<file path="config.mk">
export PLATFORM = sky130hd
export DESIGN_NAME = alu_frame_rx
export DESIGN_NICKNAME = d
export VERILOG_FILES = /design/src/rtl/alu_pkg.sv /design/src/rtl/crc4_serial.sv /design/src/rtl/alu_frame_rx.sv
export SDC_FILE = /design/constraint.sdc
export NUM_CORES = 1
export LEC_CHECK = 0
export ABC_AREA = 1
export CORE_MARGIN = 3
export CORE_UTILIZATION = 40
export CTS_CLUSTER_SIZE = 28
export DETAILED_ROUTE_END_ITERATION = 8
export PLACE_DENSITY = 0.62
export RECOVER_POWER = 100
export SYNTH_ARGS = -nofsm -noshare
export SYNTH_HDL_FRONTEND = slang
export SYNTH_SLANG_ARGS = --single-unit
export TNS_END_PERCENT = 20
</file>
<file path="constraint.sdc">
create_clock -name clk -period 2.3 [get_ports clk]
set_clock_uncertainty 0.1 [all_clocks]
set_input_delay 0.46 -clock clk [delete_from_list [all_inputs] [get_ports clk]]
set_output_delay 0.46 -clock clk [all_outputs]
set_load 0.005 [all_outputs]
</file>
<file path="src/rtl/alu_pkg.sv">
// ---------------------------------------------------------------------------
// alu_pkg : shared types and constants for the ALU serial command link
// Revision: 1.0
// ---------------------------------------------------------------------------
`default_nettype none

package alu_pkg;

  typedef enum logic [2:0] {
    OP_AND = 3'b000,
    OP_OR  = 3'b001,
    OP_ADD = 3'b100,
    OP_SUB = 3'b101
  } alu_op_t;

  typedef enum logic {
    PKT_DATA = 1'b0,
    PKT_CMD  = 1'b1
  } pkt_type_t;

  typedef enum logic [2:0] {
    S_IDLE    = 3'd0,
    S_TYPE    = 3'd1,
    S_PAYLOAD = 3'd2,
    S_STOP    = 3'd3,
    S_RESYNC  = 3'd4
  } rx_state_t;

  localparam logic [3:0] CRC4_POLY = 4'b0011;

  localparam int ERR_DATA_BIT = 2;
  localparam int ERR_CRC_BIT  = 1;
  localparam int ERR_OP_BIT   = 0;

  function automatic logic op_is_legal(input logic [2:0] op);
    logic legal;
    case (op)
      OP_AND, OP_OR, OP_ADD, OP_SUB: legal = 1'b1;
      default:                       legal = 1'b0;
    endcase
    return legal;
  endfunction

endpackage

`default_nettype wire

</file>
<file path="src/rtl/crc4_serial.sv">
// ---------------------------------------------------------------------------
// crc4_serial : bit-serial CRC4 (x^4+x+1), init 0, clear has priority
// Revision: 1.0
// ---------------------------------------------------------------------------
`default_nettype none

module crc4_serial
  import alu_pkg::*;
(
  input  logic       clk,
  input  logic       rst_n,
  input  logic       clear_i,
  input  logic       enable_i,
  input  logic       d_i,
  output logic [3:0] crc_o
);

  logic [3:0] crc_q;
  logic [3:0] crc_d;
  logic       fb;

  always_comb begin
    fb    = crc_q[3] ^ d_i;
    crc_d = crc_q;
    if (clear_i) begin
      crc_d = 4'b0000;
    end else if (enable_i) begin
      crc_d = {crc_q[2:0], 1'b0} ^ (fb ? CRC4_POLY : 4'b0000);
    end
  end

  always_ff @(posedge clk or negedge rst_n) begin
    if (!rst_n) begin
      crc_q <= 4'b0000;
    end else begin
      crc_q <= crc_d;
    end
  end

  assign crc_o = crc_q;

endmodule

`default_nettype wire

</file>
<file path="src/rtl/alu_frame_rx.sv">
// ---------------------------------------------------------------------------
// alu_frame_rx : sin-protocol responder; deserialises DATA/CMD packets into
//                one decoded (B, A, OP) command with error flags per frame
// Revision: 1.0
// ---------------------------------------------------------------------------
`default_nettype none

module alu_frame_rx
  import alu_pkg::*;
#(
  parameter int DATA_W = 32
) (
  input  logic              clk,
  input  logic              rst_n,
  input  logic              sin,
  output logic              frame_valid,
  output logic [DATA_W-1:0] frame_a,
  output logic [DATA_W-1:0] frame_b,
  output logic [2:0]        frame_op,
  output logic [2:0]        frame_err,
  output logic              frame_abort,
  output logic              busy
);

  localparam int N_DATA = 2 * DATA_W / 8;
  localparam int CNT_W  = $clog2(N_DATA + 2);
  localparam logic [CNT_W-1:0] C_CNT_FULL = CNT_W'(N_DATA);
  localparam logic [CNT_W-1:0] C_CNT_SAT  = CNT_W'(N_DATA + 1);

  rx_state_t             state_q,  state_d;
  pkt_type_t             type_q,   type_d;
  logic [2:0]            bit_q,    bit_d;
  logic [7:0]            pay_q,    pay_d;
  logic [2*DATA_W-1:0]   shreg_q,  shreg_d;
  logic [CNT_W-1:0]      cnt_q,    cnt_d;
  logic                  valid_q,  valid_d;
  logic                  abort_q,  abort_d;
  logic [DATA_W-1:0]     a_q,      a_d;
  logic [DATA_W-1:0]     b_q,      b_d;
  logic [2:0]            op_q,     op_d;
  logic [2:0]            err_q,    err_d;

  logic                  crc_clr;
  logic                  crc_en;
  logic                  crc_din;
  logic [3:0]            crc_val;

  crc4_serial u_crc (
    .clk      (clk),
    .rst_n    (rst_n),
    .clear_i  (crc_clr),
    .enable_i (crc_en),
    .d_i      (crc_din),
    .crc_o    (crc_val)
  );

  always_comb begin
    state_d = state_q;
    type_d  = type_q;
    bit_d   = bit_q;
    pay_d   = pay_q;
    shreg_d = shreg_q;
    cnt_d   = cnt_q;
    valid_d = 1'b0;
    abort_d = 1'b0;
    a_d     = a_q;
    b_d     = b_q;
    op_d    = op_q;
    err_d   = err_q;
    crc_clr = 1'b0;
    crc_en  = 1'b0;
    crc_din = sin;

    case (state_q)
      S_IDLE: begin
        if (!sin) state_d = S_TYPE;
      end

      S_TYPE: begin
        type_d  = pkt_type_t'(sin);
        bit_d   = 3'd7;
        state_d = S_PAYLOAD;
      end

      S_PAYLOAD: begin
        pay_d = {pay_q[6:0], sin};
        // CMD bit 7 is the fixed separator 1; the CRC field itself is not fed
        if (type_q == PKT_DATA) begin
          crc_en = (cnt_q <= C_CNT_FULL);
        end else begin
          crc_en  = (bit_q >= 3'd4) && (cnt_q <= C_CNT_FULL);
          crc_din = (bit_q == 3'd7) ? 1'b1 : sin;
        end
        if (bit_q == 3'd0) begin
          state_d = S_STOP;
        end else begin
          bit_d = bit_q - 3'd1;
        end
      end

      S_STOP: begin
        if (sin) begin
          state_d = S_IDLE;
          if (type_q == PKT_DATA) begin
            shreg_d = {shreg_q[2*DATA_W-9:0], pay_q};
            if (cnt_q != C_CNT_SAT) cnt_d = cnt_q + 1'b1;
          end else begin
            valid_d = 1'b1;
            a_d     = shreg_q[DATA_W-1:0];
            b_d     = shreg_q[2*DATA_W-1:DATA_W];
            op_d    = pay_q[6:4];
            err_d   = 3'b000;
            if (cnt_q != C_CNT_FULL) begin
              err_d[ERR_DATA_BIT] = 1'b1;
            end else begin
              err_d[ERR_CRC_BIT] = (crc_val != pay_q[3:0]);
              err_d[ERR_OP_BIT]  = !op_is_legal(pay_q[6:4]);
            end
            cnt_d   = '0;
            crc_clr = 1'b1;
          end
        end else begin
          state_d = S_RESYNC;
          abort_d = 1'b1;
          shreg_d = '0;
          pay_d   = 8'h00;
          cnt_d   = '0;
          crc_clr = 1'b1;
        end
      end

      S_RESYNC: begin
        if (sin) state_d = S_IDLE;
      end

      default: state_d = S_IDLE;
    endcase
  end

  always_ff @(posedge clk or negedge rst_n) begin
    if (!rst_n) begin
      state_q <= S_IDLE;
      type_q  <= PKT_DATA;
      bit_q   <= 3'd0;
      pay_q   <= 8'h00;
      shreg_q <= '0;
      cnt_q   <= '0;
      valid_q <= 1'b0;
      abort_q <= 1'b0;
      a_q     <= '0;
      b_q     <= '0;
      op_q    <= 3'b000;
      err_q   <= 3'b000;
    end else begin
      state_q <= state_d;
      type_q  <= type_d;
      bit_q   <= bit_d;
      pay_q   <= pay_d;
      shreg_q <= shreg_d;
      cnt_q   <= cnt_d;
      valid_q <= valid_d;
      abort_q <= abort_d;
      a_q     <= a_d;
      b_q     <= b_d;
      op_q    <= op_d;
      err_q   <= err_d;
    end
  end

  assign frame_valid = valid_q;
  assign frame_abort = abort_q;
  assign frame_a     = a_q;
  assign frame_b     = b_q;
  assign frame_op    = op_q;
  assign frame_err   = err_q;
  // Stays high across inter-packet gaps while a frame is partly received
  assign busy        = (state_q == S_TYPE) || (state_q == S_PAYLOAD) ||
                       (state_q == S_STOP) || (cnt_q != '0);

endmodule

`default_nettype wire

</file>
=== Word-level counts from Yosys, hierarchy flattened ===
Index checks and enable logic that the tools add are counted.

* $lt $le $gt $ge: 2
* Muxes and demuxes: 36
* Equal/unequal tests: 18
* Add/subtract/negate cells: 2
* Bitwise logic cells: 2
* Reduce and logical (&&, ||, !) cells: 19

{| class="wikitable"
|+ Operator list
! kind !! number
|-
| 2-to-1 mux 64 bit || 2
|-
| 2-to-1 mux 4 bit || 5
|-
| 2-to-1 mux 1 bit || 18
|-
| case mux 8 bit (2 select lines) || 1
|-
| 2-to-1 mux 3 bit || 5
|-
| case mux 3 bit (5 select lines) || 1
|-
| == test 3 bit, second input constant || 4
|-
| inequality test 2 bit, second input constant || 6
|-
| logical NOT 3 bit || 3
|-
| 2-to-1 mux 8 bit || 1
|-
| inequality test 4 bit, second input constant || 2
|-
| AND reduction 2 bit || 4
|-
| == test 3 x 1 -> 1 bit, second input constant || 2
|-
| == test 3 x 2 -> 1 bit, second input constant || 2
|-
| case mux 3 bit (2 select lines) || 1
|-
| AND reduction 3 bit || 2
|-
| nonzero test 2 bit || 3
|-
| adder 4 x 1 -> 4 bit, second input constant || 1
|-
| less-or-equal comparator 4 bit, second input constant || 1
|-
| 2-to-1 mux 2 bit || 2
|-
| inequality test 4 bit || 1
|-
| nonzero test 4 bit || 1
|-
| OR reduction 4 bit || 1
|-
| bitwise XOR 4 bit || 1
|-
| other kinds (7) || 9
|}

* Output and inout bits: 73
* Bits in registers: 159

=== Longest topological paths before layout ===
Gate-level depths: netlist of run 1.

* Word-level depth: 9
* Depth in mapped cells: 8
* Mapped depth without buffers: 8

=== Hierarchy ===
From an unflattened synthesis of run 1, not the netlist that was laid out.

* Cells, all modules: 592
* Area, all modules: 6142.1 um^2

{| class="wikitable"
|+ By module, submodules not included
! module !! cells an instance !! area an instance (um^2) !! instances
|-
| alu_frame_rx || 565 || 5919.4 || 1
|-
| crc4_serial || 27 || 222.7 || 1
|}

=== Worst setup path after synthesis of run 1 ===
No wires, ideal clock.

* Path kind: input-to-reg
* Start: input port sin
* End: register op_q[0] (netlist: frame_op[0])
* Arrival time: 1.290 ns
* Stages on the path: 8
* Slack: 0.788 ns
* Path buffers: 3
* Cell sequence: buf_2 -> nand2_1 -> nor2_4 -> inv_2 -> buf_6 -> buf_6 -> nand2_1 -> o21ai_1

* Word-level cells in the longest chain between the ends: 1

{| class="wikitable"
|+ RTL lines
! what !! line !! text
|-
| from (decl) || alu_frame_rx.sv:15 || <nowiki>input logic sin,</nowiki>
|-
| AND reduction 3 bit (no line) || -- ||
|-
| to (signal assigned) || alu_frame_rx.sv:165 || <nowiki>op_q <= op_d;</nowiki>
|-
| to (decl) || alu_frame_rx.sv:40 || <nowiki>logic [2:0] op_q, op_d;</nowiki>
|}

No other way between the ends.
A chain may end at the register's enable or synchronous reset.

=== Final worst setup path of run 1 ===
* Start: register cnt_q[0]
* End: output port busy

* Word-level cells in the longest chain between the ends: 2

{| class="wikitable"
|+ RTL lines
! what !! line !! text
|-
| from (decl) || alu_frame_rx.sv:35 || <nowiki>logic [CNT_W-1:0] cnt_q, cnt_d;</nowiki>
|-
| from (signal assigned) || alu_frame_rx.sv:160 || <nowiki>cnt_q <= cnt_d;</nowiki>
|-
| nonzero test 4 bit || alu_frame_rx.sv:178 || <nowiki>(state_q == S_STOP) || (cnt_q != '0);</nowiki>
|-
| logical OR 1 bit || alu_frame_rx.sv:178 ||
|-
| to (decl) || alu_frame_rx.sv:22 || <nowiki>output logic busy</nowiki>
|}

No other way between the ends.

==> results of run 1 <==
## worst max path at each step
| stage | start | to | slack [ns] | depth (start not counted) |
|---|---|---|---|---|
| floorplan | sin | frame_op[0] | 0.79 | 8 |
| global placement | sin | shreg_q[4] | 0.27 | 6 |
| detailed placement | sin | shreg_q[6] | 0.22 | 6 |
| CTS | cnt_q[0] | busy | 0.004 | 4 |
| global route | state_q[0] | busy | 0.001 | 3 |
| finish | cnt_q[0] | busy | 0.08 | 4 |
## cells in the mapped netlist (7+ instances only)
cell     instances  area share
buf_2            7      0.0057
o22ai_1         73       0.074
dfrtp_1        159        0.65
buf_6           11       0.020
nand3_1         14       0.011
nor2_1          11      0.0067
o21ai_0         20       0.016
nand2_1         98       0.060
inv_1           92       0.056
o21ai_1         57       0.046
## metrics by stage
stage	utilization	instance area (µm²)	hold WS, ns	cells	total power [µW]
final	0.506	7500	0.380	856	7750
after global routing	0.506	7500	0.404	856	8220
after CTS	0.511	7570	0.393	856	7920
after detailed placement	0.475	7030	0.361	824	5390
after global placement	0.475	7030	0.355	824	5310
after floorplan	-	6150	0.0644	583	4680
## critical path, delay by kind of cell, from the launching register on
kind,cells,cell delay [ns]
buf+inv,2,0.60
fa+ha+maj,1,0.16
simple gates,1,0.09
flops,1,0.38
## layout make-up
cell class | count | area share
well taps | 184 | 0.0307
flip-flops and latches | 159 | 0.531
inverters | 95 | 0.0476
repair buffers | 88 | 0.114
clock inverters | 8 | 0.00934
multi-input cells | 301 | 0.209
clock buffers | 21 | 0.0587
## layer usage
metal | global-route usage | wire length (µm) | vias up
li1 | - | - | 2084
met1 | 0.230 | 6220 | 2121
met2 | 0.274 | 6530 | 86
met3 | 0.0368 | 427 | 10
met4 | 0.0495 | 129 | 0
met5 | 0 | 0 | -
## cell families after synthesis
family                   after synthesis  share of synthesized area
AND/OR/NAND/NOR                      131                     0.0882
XOR/XNOR                               4                    0.00569
flip-flops                           159                      0.646
AO/OA/AOI/OAI                        160                      0.148
adder cells (fa/ha/maj)                6                     0.0122
buffers and inverters                123                     0.0996
## power by group
group          internal [µW]  switching [µW]
registers               3230             273
clock network           1460            1030
logic                    693            1070
total                   5380            2380
## registers in the layout (all words and copies together) (netlist names), 3 cells and up
| name | flops |
|---|---|
| pay_q | 8 |
| frame_a | 32 |
| bit_q | 3 |
| state_q | 3 |
| cnt_q | 4 |
| frame_b | 32 |
| u_crc.crc_o | 4 |
| shreg_q | 64 |
| frame_op | 3 |
| frame_err | 3 |
## timing repair
action / CTS / global route
pin swaps: 0 / 1
hold buffers: 1 / 0
gates resized for setup: 1 / 3
endpoints found under the hold margin: 51 / 0
setup buffers: 2 / 0
endpoints found under the setup margin: 1 / 1
==> reports/results.txt, run 1 <==
Fmax = 0.451 GHz
Syn Inst Count = 583
Final wirelength = 13.3 mm
Clk sinks = 159
Share of cells above drive strength 1 = 0.0655
Storage cell area = 3980 µm²
WHS Endpoint = frame_b[17]
Leak pwr = 0.00359 µW
R2r setup slk = 0.20 ns
Inserted Diodes = 0
Crit-path cells = inv_1 > ha_4 > nand4_1 > clkdlybuf4s50_1
Total track usage = 0.169
I/O Pins = 76
Die Area = 16,900 µm²
GRT overflow = 0
Worst VDD drop = 0.000551 V
Die height = 130 µm
Final Wtd Congestion = 0.838
Syn_area_per_cell = 10.6 µm²
Finish-stage setup viols = 0
HP Class = register to register
Fillers = 1,295
Nets = 671
Relative slew slack = 0.503
WL per Instance = 15.6 µm
Netlist cell types = 24
FFs w/ async S/R, synth = 1.00
Worst Path Arrival = 1.66 ns
Crit Reg-Reg Startpoint = type_q
Hold path start = frame_b[17]
Worst-Skew Late Latency = 0.41 ns
Antenna-violating nets left = 0
Vias per cell = 5.02
Initial DRC count = 331
CTS H-Tree Depth = 4
Pwr Density = 1030 nW/µm²
Area of the multi-input gates = 1570 µm²
Setup crit start kind = register
Final max-slew violation count = 0
Post-place setup slack = 0.222 ns
Initial antenna violation count = 0
Worst slew pin tran = 0.745 ns
Maxcap violations = 0
Worst flop-to-flop path endpoint = shreg_q[48]
Initial Util = 0.416
Placed wire-length estimate = 8.89 mm
Largest net degree at the start of global routing = 65
Max stage delay cell, worst path = clkdlybuf4s50_1
CTS buffer count = 17
FF+latch count, synth = 159
Required time worst endpoint = 1.74 ns
Core Area = 14,800 µm²
Most common cell after layout, fill and taps aside = dfrtp_1
Final min period = 2.22 ns
Vias in the first global route = 4,247
First-pass GRT wire length = 22.3 mm
Synth-to-Final Area Change = 21.8%
Setup TNS = 0 ns
Maximum clock path buffer count = 2
I/O Buffers = 75
Number of synthesized flops with an enable pin = 0
Sequential fraction of the synthesis area = 0.646
CTS tree = yes
Final WS setup = 0.0820 ns
Worst hold path cell count = 2
Root buffer cell = clkbuf_16
R2R depth = 6
Residual DRC = 0
Most common flop cell mapped by yosys = dfrtp_1
Vias = 4,301
Most frequent cells in the layout = 158 x dfrtp_1, 98 x nand2_1, 92 x inv_1
Max FO, Critical Path = 3
Endpoint type of the worst setup path = output pin
Drt pass-1 iters = 4
RSZ-0062 raised after global routing = no
Yosys warns = 0
Max stage delay on crit path = 0.46 ns
Syn nets = 592
Setup Crit Path Kind = register to output pin
Mapped Area = 6150 µm²
Std cell rows = 44
Clock transition at the registers of the reported paths = 0.06 ns
Final-report hold violation count = 0
Status = complete, no violations
Die width = 130 µm
Period utilization = 0.964
(Power assumes the default switching activity.)
==> run 2, diff against run 1 <==
--- a/config.mk
+++ b/config.mk
@@ -6,6 +6,7 @@
 export NUM_CORES = 1
 export LEC_CHECK = 0
 export ABC_AREA = 1
+export CAP_MARGIN = 20
 export CORE_MARGIN = 3
 export CORE_UTILIZATION = 40
 export CTS_CLUSTER_SIZE = 28
==> results of run 2 <==
The final DEF is identical to that of run 1; final timing and power are the same.
==> run 3, diff against run 2 <==
--- a/config.mk
+++ b/config.mk
@@ -8,10 +8,10 @@
 export ABC_AREA = 1
 export CAP_MARGIN = 20
 export CORE_MARGIN = 3
-export CORE_UTILIZATION = 40
+export CORE_UTILIZATION = 59
 export CTS_CLUSTER_SIZE = 28
 export DETAILED_ROUTE_END_ITERATION = 8
-export PLACE_DENSITY = 0.62
+export PLACE_DENSITY = 0.85
 export RECOVER_POWER = 100
 export SYNTH_ARGS = -nofsm -noshare
 export SYNTH_HDL_FRONTEND = slang
==> run 3 against run 2 <==
  * Critical path depth stayed put
  * Worst setup slack better by 0.064 ns
  * Final cell count is 5.7% lower
  * Combinational power hardly changed
  * Wire length is 6.5% higher
  * Fmax is 3.0% higher
  * Largest power group unchanged
  * First-iteration DRC count is 21% higher
  * Non-clock buffer count is 1 lower
  * Die area is 31% lower
  * Clock power is 23% higher
  * The run now ends with max-capacitance violations left
  * Worst hold slack worse by 0.015 ns
  * Final area is 1.4% higher
==> reports/results.txt, run 3 (same netlist as run 1, synthesis figures left out) <==
Worst flop-to-flop path endpoint = frame_a[8]
Initial DRC count = 399
I/O Pins = 76
Std cell rows = 36
Vias per cell = 5.64
Area of the multi-input gates = 1560 µm²
Critical Path Start = cnt_q[0]
CTS buffer count = 17
NetSw = 2460 µW
Hold slack = 0.365 ns
Status = finished with violations
Relative slew slack = 0.00285
Antenna-violating nets left = 0
Clock network power share = 0.366
Die width = 108 µm
RSZ-0062 raised after global routing = no
Residual DRC = 0
Pwr Density = 1100 nW/µm²
Core Area = 9950 µm²
Setup crit start kind = register
Most frequent cells in the layout = 159 x dfrtp_1, 98 x nand2_1, 93 x inv_1
Failing checks = max-capacitance violations
Final-report hold violation count = 0
Setup Crit Path Kind = register to output pin
Comb pwr share = 0.214
Initial antenna violation count = 0
Final min period = 2.15 ns
Fillers = 609
Vias = 4,555
Largest net degree at the start of global routing = 135
Nets = 670
Placed wire-length estimate = 8.52 mm
Initial Util = 0.618
Storage cell area = 3980 µm²
Final Wtd Congestion = 0.831
Maximum clock path buffer count = 2
Maxcap violations = 1
Crit Reg-Reg Startpoint = state_q[2]
HP Class = register to register
First-pass GRT wire length = 23.9 mm
Post-place setup slack = 0.205 ns
CTS H-Tree Depth = 4
Endpoint type of the worst setup path = output pin
Setup TNS = 0 ns
Max FO, Critical Path = 3
Inserted Diodes = 0
Internal power = 5890 µW
CTS tree = yes
Finish-stage setup viols = 0
Fmax = 0.464 GHz
I/O Buffers = 75
Seq pwr share = 0.420
Die Area = 11,700 µm²
Period utilization = 0.936
Synth-to-Final Area Change = 23.5%
Leak pwr = 0.00367 µW
Share of cells above drive strength 1 = 0.0682
WL per Instance = 17.6 µm
GRT overflow = 0
Worst Path Arrival = 1.59 ns
Required time worst endpoint = 1.74 ns
Die height = 108 µm
Clock transition at the registers of the reported paths = 0.06 ns
Critical Path End = busy
Worst VDD drop = 0.000829 V
Vias in the first global route = 4,784
Max FFs per register = 64
Clk sinks = 159
Switching part of the total = 0.295
Final max-slew violation count = 0
Final wirelength = 14.2 mm
Largest reg by FF count = shreg_q
Root buffer cell = clkbuf_8
Most common cell after layout, fill and taps aside = dfrtp_1
Total track usage = 0.268
R2R depth = 7
Worst slew pin tran = 1.50 ns
R2r setup slk = 0.26 ns
Final WS setup = 0.146 ns
Drt pass-1 iters = 6
Worst-Skew Late Latency = 0.53 ns
run 3: changes by cell type in the layout (fill, tap and decap cells not counted), sizes merged, moves of 2 or more:
cell,change
buf,+5
bufinv,+4
clkbuf,-4
clkinv,-2
run 3: routing by layer:
metal  share of wire  track usage  vias up
li1                -            -     2078
met1            0.39        0.329     2253
met2            0.53        0.459      190
met3           0.052       0.0633       34
met4           0.027        0.114        0
met5               0            0        -
run 3: cell type report:
type,count,area share
clock buffer,23,0.0627
tap,133,0.0219
inverter,95,0.0471
clock inverter,9,0.0235
timing repair buffer,87,0.117
sequential,159,0.523
multi-input combinational,301,0.205
run 3: how the worst min path moves through the flow:
stage,start,end,slack [ns],cells past startpoint
3_5_place_dp,frame_op[1],frame_op[1],0.36,2
6_report,frame_op[1],frame_op[1],0.36,2
5_1_grt,frame_op[1],frame_op[1],0.39,2
3_3_place_gp,rst_n,frame_a[29],0.36,1
2_1_floorplan,rst_n,bit_q[0],0.06,0
4_1_cts,frame_op[1],frame_op[1],0.37,2
run 3: repair_timing:
action                     CTS  global route
setup buffers                2             0
hold buffers                 1             0
gates resized for setup      2             0
hold endpoints to repair    55             0
setup endpoints to repair    1             0
run 3: stage by stage:
step / utilization / std cells / cell area [µm²] / power [µW]
after CTS: 0.766 / 807 / 7630 / 8460
after floorplan: - / 583 / 6150 / 4680
after global routing: 0.764 / 807 / 7600 / 8790
after global placement: 0.698 / 772 / 6950 / 5230
final: 0.764 / 807 / 7600 / 8350
after detailed placement: 0.698 / 772 / 6950 / 5340
run 3: critical path, cell delays in order, from the launching register on:
cell	delay, ns
dfrtp_1	0.38
inv_1	0.10
ha_1	0.21
nand4_1	0.10
dlygate4sd2_1	0.27
run 3: power groups by stage:
stage | logic [µW] | clock network, µW | registers [µW]
finish | 1790 | 3060 | 3510
global route | 2010 | 3220 | 3560
CTS | 1870 | 3080 | 3510
detailed placement | 1790 | 0 | 3550
global placement | 1690 | 0 | 3540
floorplan | 1180 | 0 | 3500
